File: config.mk
export PLATFORM = sky130hd
export DESIGN_NAME = dht11_uart_reporter
export DESIGN_NICKNAME = d
export VERILOG_FILES = /design/src/rtl/dht11_uart_reporter.sv
export SDC_FILE = /design/constraint.sdc
export NUM_CORES = 1
export LEC_CHECK = 0
export ABC_CLOCK_PERIOD_IN_PS = 2700
export CORE_MARGIN = 2
export CORE_UTILIZATION = 45
export DETAILED_ROUTE_END_ITERATION = 7
export PLACE_DENSITY = 0.68
export SLEW_MARGIN = 20
export SYNTH_ARGS = -nofsm -noshare
export SYNTH_HDL_FRONTEND = slang
export SYNTH_SLANG_ARGS = --single-unit
File: constraint.sdc
create_clock -name clk -period 2.7 [get_ports clk]
set_input_delay 0.81 -clock clk [delete_from_list [all_inputs] [get_ports clk]]
set_output_delay 0.81 -clock clk [all_outputs]
set_load 0.01 [all_outputs]
File: src/rtl/dht11_uart_reporter.sv
// Formats DHT11 measurement results as ASCII lines and streams them byte by byte
// to a UART transmitter, with a one-deep pending buffer and a busy-rise timeout.
module dht11_uart_reporter #(
   parameter logic [7:0]  TEMP_UNIT_CHAR = 8'h43,
   parameter int unsigned BUSY_TIMEOUT   = 1000
) (
   input  logic        clk,
   input  logic        rst,
   input  logic        dht_done,
   input  logic        valid,
   input  logic [31:0] dht_data,
   input  logic        tx_busy,
   output logic        tx_start,
   output logic [7:0]  tx_data,
   output logic        report_busy,
   output logic [7:0]  overrun_cnt,
   output logic        abort_flag
);

   localparam int unsigned TW = (BUSY_TIMEOUT > 1) ? $clog2(BUSY_TIMEOUT) : 1;
   localparam logic [TW-1:0] TO_LAST = TW'(BUSY_TIMEOUT - 1);

   typedef enum logic [2:0] {StIdle, StLatch, StConv, StSend, StWaitHi, StWaitLo} state_e;

   state_e          state_q, state_d;
   logic            pend_full_q, pend_full_d;
   logic [32:0]     pend_data_q, pend_data_d;
   logic [32:0]     lat_q, lat_d;
   logic            is_err_q, is_err_d;
   logic [6:0]      rh_rem_q, rh_rem_d, t_rem_q, t_rem_d;
   logic [3:0]      rh_ten_q, rh_ten_d, t_ten_q, t_ten_d;
   logic [3:0]      rh_dec_q, rh_dec_d, t_dec_q, t_dec_d;
   logic [4:0]      idx_q, idx_d;
   logic [TW-1:0]   to_cnt_q, to_cnt_d;
   logic            tx_start_q, tx_start_d;
   logic [7:0]      tx_data_q, tx_data_d;
   logic [7:0]      ovr_q, ovr_d;
   logic            abort_q, abort_d;
   logic [7:0]      cur_byte;
   logic [4:0]      last_idx;
   logic            direct, consume;

   function automatic logic [6:0] sat_int(input logic [7:0] v);
      return (v > 8'd99) ? 7'd99 : v[6:0];
   endfunction

   function automatic logic [3:0] sat_dec(input logic [7:0] v);
      return (v > 8'd9) ? 4'd9 : v[3:0];
   endfunction

   function automatic logic [7:0] digit(input logic [3:0] n);
      return 8'h30 + {4'h0, n};
   endfunction

   assign last_idx = is_err_q ? 5'd4 : 5'd17;

   always_comb begin
      cur_byte = 8'h00;
      if (is_err_q) begin
         case (idx_q)
            5'd0:    cur_byte = 8'h45;
            5'd1:    cur_byte = 8'h52;
            5'd2:    cur_byte = 8'h52;
            5'd3:    cur_byte = 8'h0D;
            default: cur_byte = 8'h0A;
         endcase
      end else begin
         case (idx_q)
            5'd0:    cur_byte = 8'h52;
            5'd1:    cur_byte = 8'h48;
            5'd2:    cur_byte = 8'h3D;
            5'd3:    cur_byte = digit(rh_ten_q);
            5'd4:    cur_byte = digit(rh_rem_q[3:0]);
            5'd5:    cur_byte = 8'h2E;
            5'd6:    cur_byte = digit(rh_dec_q);
            5'd7:    cur_byte = 8'h25;
            5'd8:    cur_byte = 8'h20;
            5'd9:    cur_byte = 8'h54;
            5'd10:   cur_byte = 8'h3D;
            5'd11:   cur_byte = digit(t_ten_q);
            5'd12:   cur_byte = digit(t_rem_q[3:0]);
            5'd13:   cur_byte = 8'h2E;
            5'd14:   cur_byte = digit(t_dec_q);
            5'd15:   cur_byte = TEMP_UNIT_CHAR;
            5'd16:   cur_byte = 8'h0D;
            default: cur_byte = 8'h0A;
         endcase
      end
   end

   always_comb begin
      state_d     = state_q;
      pend_full_d = pend_full_q;
      pend_data_d = pend_data_q;
      lat_d       = lat_q;
      is_err_d    = is_err_q;
      rh_rem_d    = rh_rem_q;
      rh_ten_d    = rh_ten_q;
      rh_dec_d    = rh_dec_q;
      t_rem_d     = t_rem_q;
      t_ten_d     = t_ten_q;
      t_dec_d     = t_dec_q;
      idx_d       = idx_q;
      to_cnt_d    = to_cnt_q;
      tx_start_d  = 1'b0;
      tx_data_d   = tx_data_q;
      ovr_d       = ovr_q;
      abort_d     = abort_q;

      direct  = dht_done && (state_q == StIdle) && !pend_full_q;
      consume = (state_q == StIdle) && pend_full_q;

      // A capture coinciding with a consume lands in the freshly emptied slot.
      if (consume) pend_full_d = 1'b0;
      if (dht_done && !direct) begin
         pend_data_d = {valid, dht_data};
         pend_full_d = 1'b1;
         if (pend_full_q && !consume && (ovr_q != 8'hFF)) ovr_d = ovr_q + 8'd1;
      end

      unique case (state_q)
         StIdle: begin
            if (direct) begin
               lat_d   = {valid, dht_data};
               state_d = StLatch;
            end else if (consume) begin
               lat_d   = pend_data_q;
               state_d = StLatch;
            end
         end
         StLatch: begin
            idx_d    = 5'd0;
            is_err_d = !lat_q[32];
            rh_rem_d = sat_int(lat_q[31:24]);
            rh_dec_d = sat_dec(lat_q[23:16]);
            t_rem_d  = sat_int(lat_q[15:8]);
            t_dec_d  = sat_dec(lat_q[7:0]);
            rh_ten_d = 4'd0;
            t_ten_d  = 4'd0;
            state_d  = lat_q[32] ? StConv : StSend;
         end
         StConv: begin
            if (rh_rem_q >= 7'd10) begin
               rh_rem_d = rh_rem_q - 7'd10;
               rh_ten_d = rh_ten_q + 4'd1;
            end else if (t_rem_q >= 7'd10) begin
               t_rem_d = t_rem_q - 7'd10;
               t_ten_d = t_ten_q + 4'd1;
            end else begin
               state_d = StSend;
            end
         end
         StSend: begin
            tx_data_d = cur_byte;
            if (!tx_busy) begin
               tx_start_d = 1'b1;
               to_cnt_d   = '0;
               state_d    = StWaitHi;
            end
         end
         StWaitHi: begin
            if (tx_busy) begin
               state_d = StWaitLo;
            end else if (to_cnt_q == TO_LAST) begin
               abort_d = 1'b1;
               state_d = StIdle;
            end else begin
               to_cnt_d = to_cnt_q + 1'b1;
            end
         end
         StWaitLo: begin
            if (!tx_busy) begin
               if (idx_q == last_idx) begin
                  state_d = StIdle;
               end else begin
                  idx_d   = idx_q + 5'd1;
                  state_d = StSend;
               end
            end
         end
         default: state_d = StIdle;
      endcase
   end

   always_ff @(posedge clk) begin
      if (rst) begin
         state_q     <= StIdle;
         pend_full_q <= 1'b0;
         pend_data_q <= '0;
         lat_q       <= '0;
         is_err_q    <= 1'b0;
         rh_rem_q    <= '0;
         rh_ten_q    <= '0;
         rh_dec_q    <= '0;
         t_rem_q     <= '0;
         t_ten_q     <= '0;
         t_dec_q     <= '0;
         idx_q       <= '0;
         to_cnt_q    <= '0;
         tx_start_q  <= 1'b0;
         tx_data_q   <= '0;
         ovr_q       <= '0;
         abort_q     <= 1'b0;
      end else begin
         state_q     <= state_d;
         pend_full_q <= pend_full_d;
         pend_data_q <= pend_data_d;
         lat_q       <= lat_d;
         is_err_q    <= is_err_d;
         rh_rem_q    <= rh_rem_d;
         rh_ten_q    <= rh_ten_d;
         rh_dec_q    <= rh_dec_d;
         t_rem_q     <= t_rem_d;
         t_ten_q     <= t_ten_d;
         t_dec_q     <= t_dec_d;
         idx_q       <= idx_d;
         to_cnt_q    <= to_cnt_d;
         tx_start_q  <= tx_start_d;
         tx_data_q   <= tx_data_d;
         ovr_q       <= ovr_d;
         abort_q     <= abort_d;
      end
   end

   assign tx_start    = tx_start_q;
   assign tx_data     = tx_data_q;
   assign report_busy = (state_q != StIdle);
   assign overrun_cnt = ovr_q;
   assign abort_flag  = abort_q;

endmodule
* Word-level counts from Yosys, hierarchy flattened *
Index checks and enable logic that the tools add are counted.

operators by class
  add/subtract/negate cells = 13
  multipliers = 0
  divide/modulo/power cells = 0
  $lt $le $gt $ge = 6
  equality and inequality tests = 35
  shifts and indexed selects = 0
  muxes and demuxes = 41
  bitwise logic cells = 2
  reductions and logical operators = 30

operators with widths
  cell                     number
  $pmux W7 S15             1
  $mux W33                 2
  $add A6 B4 Y7 const A    6
  $eq A5 B4 Y1 const B     8
  $mux W7                  5
  $mux W10                 3
  $pmux W7 S2              2
  $mux W3                  8
  $pmux W7 S3              1
  $eq A5 B3 Y1 const B     4
  $mux W4                  5
  $pmux W10 S2             1
  $ne A2 B2 Y1 const B     9
  $pmux W3 S6              1
  $gt A8 B4 Y1 const B     2
  $gt A8 B7 Y1 const B     2
  $pmux W4 S2              2
  $mux W5                  3
  $ge A7 B4 Y1 const B     2
  $sub A7 B4 Y7 const B    2
  $add A10 B1 Y10 const B  1
  $eq A10 B10 Y1 const B   1
  $eq A5 B2 Y1 const B     2
  $pmux W5 S2              1
  other kinds (26)         53

storage, ports and cells
  register bits after elaboration = 134
  bits in latches = 0
  RAM bits = 0
  memory bits (read-only) = 0
  output and inout bits = 19
  word-level logic and storage cells = 144
  memories = 0

* Depth between registers and ports, before layout *
Gate-level depths: netlist (run 1).

  word-level depth = 6
  mapped depth = 9

* Worst setup path before layout (run 1) *
No wires, ideal clock.

  path kind = reg-to-reg
  start = reg idx_q[3]
  end = reg tx_data_q[1] (netlist: tx_data[1])
  library setup time = 0.096 ns
  data arrival time = 2.103 ns
  required time = 2.604 ns
  slack = 0.501 ns
  cell stages (with the launch flop) = 10
  path buffers = 3
  period minus slack after synthesis = 2.199 ns
  cell sequence = dfxtp_1 -> buf_2 -> buf_2 -> buf_2 -> and3_1 -> ha_1 -> a2111oi_2 -> a41oi_2 -> and4b_1 -> o41ai_2

between the ends
  word-level cells in the longest chain between the ends = 4
  elaborated cells on any way between the ends = 23
  those cells by class = eq/ne (16); mux (3); reduce/logical (4)

ends and longest elaborated chain
  element                                             line    source
  from (decl)                                         33      logic [4:0] idx_q, idx_d;
  from (signal assigned)                              216     idx_q <= idx_d;
  $eq A5 B4 Y1, or another cell as far along          68      case (idx_q)
  $reduce_or A2 Y1 (no source line)                   --
  $pmux W7 S15 / $pmux W7 S3 (equally long branches)  68, 60
  $mux W8 (*)                                         59      if (is_err_q) begin
  to (signal assigned)                                219     tx_data_q <= tx_data_d;
  to (decl)                                           36      logic [7:0] tx_data_q, tx_data_d;

Every way passes the cells marked *; elsewhere a longest branch is shown, timed or not.
A chain may end at the register's enable or synchronous reset.

* Worst setup path after layout (run 1) *
  start = reg state_q[0]
  end = out report_busy

between the ends
  word-level cells in the longest chain between the ends = 1

ends and longest elaborated chain
  element                 line  source
  from (decl)             25    state_e state_q, state_d;
  from (signal assigned)  187   state_q <= StIdle;
  from (signal assigned)  205   state_q <= state_d;
  $reduce_bool A3 Y1      227   assign report_busy = (state_q != StIdle);
  to (decl)               15    output logic report_busy,

No other way between the ends.

==> run_results.csv, run 1 <==
group,metric,value,unit
layout,final_cell_mix,"nand2_1, dfxtp_1, nor2_1",
hold_path,hp-start,"pend_data_q[12]$_SDFFE_PP0P_",
global_route,grt.busiest_layer,"met2",
floorplan,die_h,125,um
floorplan,start_util,45.6,%
clock_network,cts_buffers,17,
layout,final_layout_size_suffix_gt1_share,9.13,%
critical_path,worstSetupPathType,"reg2out",
sta,worstMarginPinSlew,0.816,ns
logic_synthesis,synth_cell_type_count,71,
sta,fmax,0.402,GHz
routing,wl,15.8,mm
place,pre_cts_ws,0.177,ns
clock_network,cts_root_buf,"clkbuf_16",
logic_synthesis,netlist_instances,833,
critical_path,worstSetupStartpoint,"state_q[0]$_SDFFE_PP0P_",
layout,nets,911,
sta,rsz0062_at_grt,"false",
layout,n_antenna_cell,0,
logic_synthesis,synth-edff-count,0,
run_status,status,"finished clean",
logic_synthesis,synth.yosys.seq_area_share,40.4,%
critical_path,arrival,1.68,ns
logic_synthesis,async_flop_share,0,%
critical_path,endpoint_kind,"output pin",
place,hpwl,10.4,mm
layout,finalInstanceArea,0.00788,sq mm
global_route,overflow,0,
flow_run,drv_cap,0,
logic_synthesis,synth.largest_area_cell,"dfxtp_1",
layout,syn_to_final_growth,19.7,%
critical_path,critPathRequiredTime,1.89,ns
logic_synthesis,synth_ff_type,"dfxtp_1",
critical_path,critPathSlowestCell,"clkdlybuf4s50_1",
layout,final_core_util,54.7,%
global_route,met2_usage,31.6,%
floorplan,die_area,0.0156,sq mm
sta,tns,0,ns
place,place_area,0.00729,sq mm
layout,final_common_cell,"nand2_1",
clock_network,cts_setup_buffers,0,
pwr,total_power,7750,uW
logic_synthesis,syn_area,0.00658,sq mm
global_route,grt_usage,20.3,%
pwr,p_leak,0.00276,uW
logic_synthesis,synth-seq-cells,133,
clock_network,postCtsHoldBufs,0,
logic_synthesis,yosys_warnings,0,
routing,first_pass_iters,5,
sta,finalSetupViolations,0,
clock_network,clkTransAtPathRegs,0.06,ns
routing,routed_via_density,5.69,
critical_path,cp-start-kind,"flip-flop",
clock_network,clockBufferDepth,2,
floorplan,pin_count,56,
pwr,ir_drop,0.490,mV
global_route,globalRouteMet3Util,3.68,%
sta,finalHoldViolCount,0,
floorplan,die_w,125,um
place,place.gp.congestion,0.862,
global_route,antenna_found_initial,0,
routing,via_count,6035,
routing,first_iter_violations,479,
hold_path,hold_path.class,"reg2reg",
global_route,grt_util_met1,28.3,%
logic_synthesis,syn_avg_cell_area,7.90,sq um
sta,finalWorstSetupSlack,0.209,ns
sta,finalCritPeriodShare,92.2,%
global_route,grt_max_degree,93,
critical_path,worstPathCellList,"or3_1 -> clkdlybuf4s50_1",
clock_network,htreeDepth,4,
sta,slew_violations,0,
layout,fillers,1371,
critical_path,cpPeakStageDelay,0.50,ns
critical_path,r2r-start,"idx_q[0]$_SDFFE_PP0P_",
global_route,grt_pass1_vias,5413,
floorplan,num_rows,44,
clock_network,cts_sinks,133,
place,io_buffers,54,
sta,maxSlewHeadroom,45.5,%
routing,wl_per_cell,14.9,um
sta,period_needed,2.49,ns
pwr,p_per_area,983,mW/mm^2
clock_network,cts_tree,"yes",
clock_network,clock_latency,0.42,ns
clock_network,ctsResizeCount,0,
logic_synthesis,synthTopCellsByArea,"dfxtp_1, nand2_1, nor2_1, a21oi_1, a311oi_1",
global_route,grt_pass1_wl,26.6,mm
critical_path,cp_max_fo,3,
routing,postRouteAntennaNets,0,
logic_synthesis,synth_fp_nets,881,
floorplan,coreArea,0.0144,sq mm
sta,finClkSkew,0.00998,ns
logic_synthesis,yosys.area.top_type_share,40.4,%
routing,drc_errors,0,
==> metrics by stage <==
| step | instances | hold slack, ns |
|---|---|---|
| final | 1060 | 0.455 |
| after global routing | 1060 | 0.473 |
| after CTS | 1060 | 0.455 |
| after detailed placement | 1028 | 0.447 |
| after global placement | 1028 | 0.443 |
| after floorplan | 833 | 0.428 |
==> cell families after synthesis <==
kind of cell	synth area share (%)
simple gates	26.6
compound gates	21.8
flops	40.4
buf+inv	5.51
xor+xnor	2.13
fa+ha+maj	2.09
mux	1.31
other cells	0.0570
==> flip-flops by register name, indices dropped and copies added, names as in the netlist <==
name	count
t_dec_q	4
idx_q	5
pend_full_q	1
rh_dec_q	4
state_q	3
rh_rem_q	7
is_err_q	1
t_rem_q	7
overrun_cnt	8
to_cnt_q	10
tx_start	1
t_ten_q	4
tx_data	7
lat_q	33
rh_ten_q	4
abort_flag	1
pend_data_q	33
==> per-layer routing <==
layer  wire, um  up-vias
met5          0        -
met3        549       24
li1           -     3049
met4        267        0
met2       7210      119
met1       7800     2843
==> cell type report <==
| class | count | area (sq um) | area share (%) |
|---|---|---|---|
| tap | 184 | 230 | 2.92 |
| sequential | 133 | 2660 | 33.8 |
| clock buffer | 17 | 425 | 5.40 |
| timing repair buffer | 77 | 773 | 9.81 |
| multi-input combinational | 620 | 3570 | 45.3 |
| inverter | 14 | 52.6 | 0.667 |
| clock inverter | 15 | 168 | 2.13 |
==> Yosys cell counts (all sizes together), types with 3 or more instances <==
cell	n
inv	14
o22ai	4
or4	4
xor2	8
nor2	100
clkbuf	43
nor4bb	4
ha	11
nand2	137
nor4b	3
a31oi	11
nand2b	8
o21ai	31
or3	8
a211o	3
o31ai	5
or2	3
a21oi	70
nand3	55
a22oi	4
o211ai	5
a311oi	37
o311ai	5
xnor2	8
nand4	7
nor2b	9
mux2i	3
nor3	19
and2	3
a211oi	10
dfxtp	133
nor3b	3
mux2	5
buf	23
o2111ai	3
==> worst max-delay path: cells and delay by family (launching register included) <==
kind	cells	cell delay, ns
buffers and inverters	1	0.50
flip-flops	1	0.33
AND/OR/NAND/NOR	1	0.43
==> power by group <==
group          internal (uW)  total, uW  switching (uW)
clock                   1380       2300             925
combinational           1020       2650            1630
sequential              2430       2800             363
==> worst paths after layout <==
check                                  to  slack, ns  cells past startpoint
min          pend_data_q[12]$_SDFFE_PP0P_       0.46                      2
max reg2reg       tx_data[1]$_SDFFE_PP0P_       0.32                      8
max                           report_busy       0.21                      2
min reg2reg  pend_data_q[12]$_SDFFE_PP0P_       0.46                      2
Note: power is estimated with default switching activity, not from simulation.
==> run 2, diff against run 1 <==
--- a/config.mk
+++ b/config.mk
@@ -6,10 +6,10 @@
 export NUM_CORES = 1
 export LEC_CHECK = 0
 export ABC_CLOCK_PERIOD_IN_PS = 2700
-export CORE_MARGIN = 2
+export CORE_MARGIN = 3
 export CORE_UTILIZATION = 45
 export DETAILED_ROUTE_END_ITERATION = 7
-export PLACE_DENSITY = 0.68
+export PLACE_DENSITY = 0.75
 export SLEW_MARGIN = 20
 export SYNTH_ARGS = -nofsm -noshare
 export SYNTH_HDL_FRONTEND = slang
==> run 2 against run 1 <==
Effect of this change: clock power is 4% higher; routed wire length is 1.5% higher; die area is 3.2% higher; via count is 1.4% higher; critical path type unchanged; critical endpoint unchanged.
==> run_results.csv, run 2 (synthesized netlist as in run 1, its figures left out) <==
group,metric,value,unit
layout,syn_to_final_growth,20.5,%
sta,period_needed,2.54,ns
pwr,total_power,7910,uW
routing,postRouteAntennaNets,0,
layout,instances_no_fill,1059,
routing,wl_per_cell,15.2,um
flow_run,drv_cap,0,
routing,via_count,6119,
layout,final_cell_mix,"nand2_1, dfxtp_1, nor2_1",
critical_path,endpoint_kind,"output pin",
clock_network,cts_sinks,133,
pwr,power.internal,4990,uW
sta,fmax,0.394,GHz
sta,finalCritPeriodShare,94.0,%
layout,final_layout_size_suffix_gt1_share,9.44,%
pwr,ir_drop,0.556,mV
critical_path,arrival,1.73,ns
floorplan,die_w,127,um
floorplan,die_area,0.0161,sq mm
global_route,grt_pass1_wl,27.5,mm
sta,worstMarginPinSlew,0.835,ns
floorplan,die_h,127,um
pwr,pwr-share-seq,35.4,%
clock_network,ctsResizeCount,0,
pwr,pwr-share-clk,30.2,%
floorplan,pin_count,56,
place,place.gp.congestion,0.894,
clock_network,postCtsHoldBufs,0,
layout,final_core_util,56.3,%
critical_path,cp-start-kind,"flip-flop",
pwr,p_leak,0.00278,uW
clock_network,htreeDepth,4,
critical_path,worstSetupPathType,"reg2out",
sta,tns,0,ns
sta,finalSetupViolations,0,
routing,wl,16.1,mm
layout,nets,914,
routing,first_iter_violations,504,
sta,whs,0.448,ns
critical_path,critPathRequiredTime,1.89,ns
clock_network,clockBufferDepth,2,
clock_network,clkTransAtPathRegs,0.06,ns
hold_path,hold_path.class,"reg2reg",
layout,n_antenna_cell,0,
global_route,grt_max_degree,76,
global_route,grt_usage,20.4,%
sta,rsz0062_at_grt,"false",
run_status,status,"finished clean",
routing,first_pass_iters,5,
critical_path,rrSetupSlack,0.31,ns
routing,routed_via_density,5.78,
clock_network,cts_buffers,17,
clock_network,clock_latency,0.43,ns
global_route,antenna_found_initial,0,
pwr,p_per_area,997,mW/mm^2
routing,drc_errors,0,
floorplan,start_util,46.7,%
layout,final_common_cell,"nand2_1",
clock_network,cts_root_buf,"clkbuf_16",
sta,maxSlewHeadroom,44.3,%
place,io_buffers,54,
floorplan,num_rows,43,
clock_network,cts_setup_buffers,0,
layout,top_regs,"lat_q x33, pend_data_q x33, to_cnt_q x10",
place,placed_cells,1027,
pwr,power.switching,2920,uW
floorplan,coreArea,0.0141,sq mm
sta,finalHoldViolCount,0,
sta,slew_violations,0,
clock_network,cts_tree,"yes",
place,hpwl,10.7,mm
global_route,grt_pass1_vias,5857,
sta,finClkSkew,0.0104,ns
pwr,switching_share,36.9,%
global_route,overflow,0,
critical_path,cp_max_fo,10,
pwr,p_comb_share,34.4,%
run 2: cell count changes in the layout (fill, tap and decap cells not counted):
cell        delta
inv_6          -4
clkbuf_8       +1
clkinvlp_4     +3
buf_12         +1
buf_4          +2
bufinv_16      +1
clkinv_4       -1
run 2: final timing paths:
path,to,cells past startpoint,startpoint
max,report_busy,2,state_q[2]$_SDFFE_PP0P_
min,rh_dec_q[1]$_SDFFE_PP0N_,2,rh_dec_q[1]$_SDFFE_PP0N_
max reg2reg,tx_data[1]$_SDFFE_PP0P_,8,idx_q[0]$_SDFFE_PP0P_
min reg2reg,rh_dec_q[1]$_SDFFE_PP0N_,2,rh_dec_q[1]$_SDFFE_PP0N_
run 2: per-stage QoR:
| step | setup WS (ns) | cell area (sq um) |
|---|---|---|
| finish | 0.161 | 7940 |
| floorplan | 0.501 | 6580 |
| CTS | 0.123 | 7940 |
| global placement | 0.259 | 7320 |
| global route | 0.0814 | 7940 |
| detailed placement | 0.159 | 7320 |
run 2: critical path, stage by stage, from the launching register on:
cell and delay [ns]:
dfxtp_1 0.41, or3_1 0.38, clkdlybuf4s50_1 0.51
run 2: metal layers:
| metal | part of all wire (%) | GRT usage (%) | wire length (um) | vias to the layer above |
|---|---|---|---|---|
| li1 | - | - | - | 3061 |
| met1 | 47 | 27.2 | 7470 | 2858 |
| met2 | 46 | 32.2 | 7430 | 174 |
| met3 | 5.4 | 5.39 | 874 | 26 |
| met4 | 1.8 | 7.13 | 291 | 0 |
| met5 | 0 | 0 | 0 | - |
run 2: layout make-up:
cell class / instances / area [sq um]
inverters: 14 / 52.6
fillers: 1289 / 6160
clock buffers: 18 / 439
flip-flops and latches: 133 / 2660
repair buffers: 80 / 808
clock inverters: 14 / 176
multi-input cells: 620 / 3570
well taps: 180 / 225
run 2: power by group through the flow:
stage	Combinational (uW)	Sequential, uW	Clock [uW]
after floorplan	1990	2710	0
after global placement	2660	2820	0
after detailed placement	2710	2830	0
after CTS	2730	2800	2420
after global routing	3050	2870	2510
final	2720	2800	2390
==> run 3, diff against run 2 <==
--- a/config.mk
+++ b/config.mk
@@ -9,6 +9,7 @@
 export CORE_MARGIN = 3
 export CORE_UTILIZATION = 45
 export DETAILED_ROUTE_END_ITERATION = 7
+export HOLD_SLACK_MARGIN = 0.12
 export PLACE_DENSITY = 0.75
 export SLEW_MARGIN = 20
 export SYNTH_ARGS = -nofsm -noshare
==> results of run 3 <==
Same layout as run 2: the final DEF is identical, and so are final timing and power.
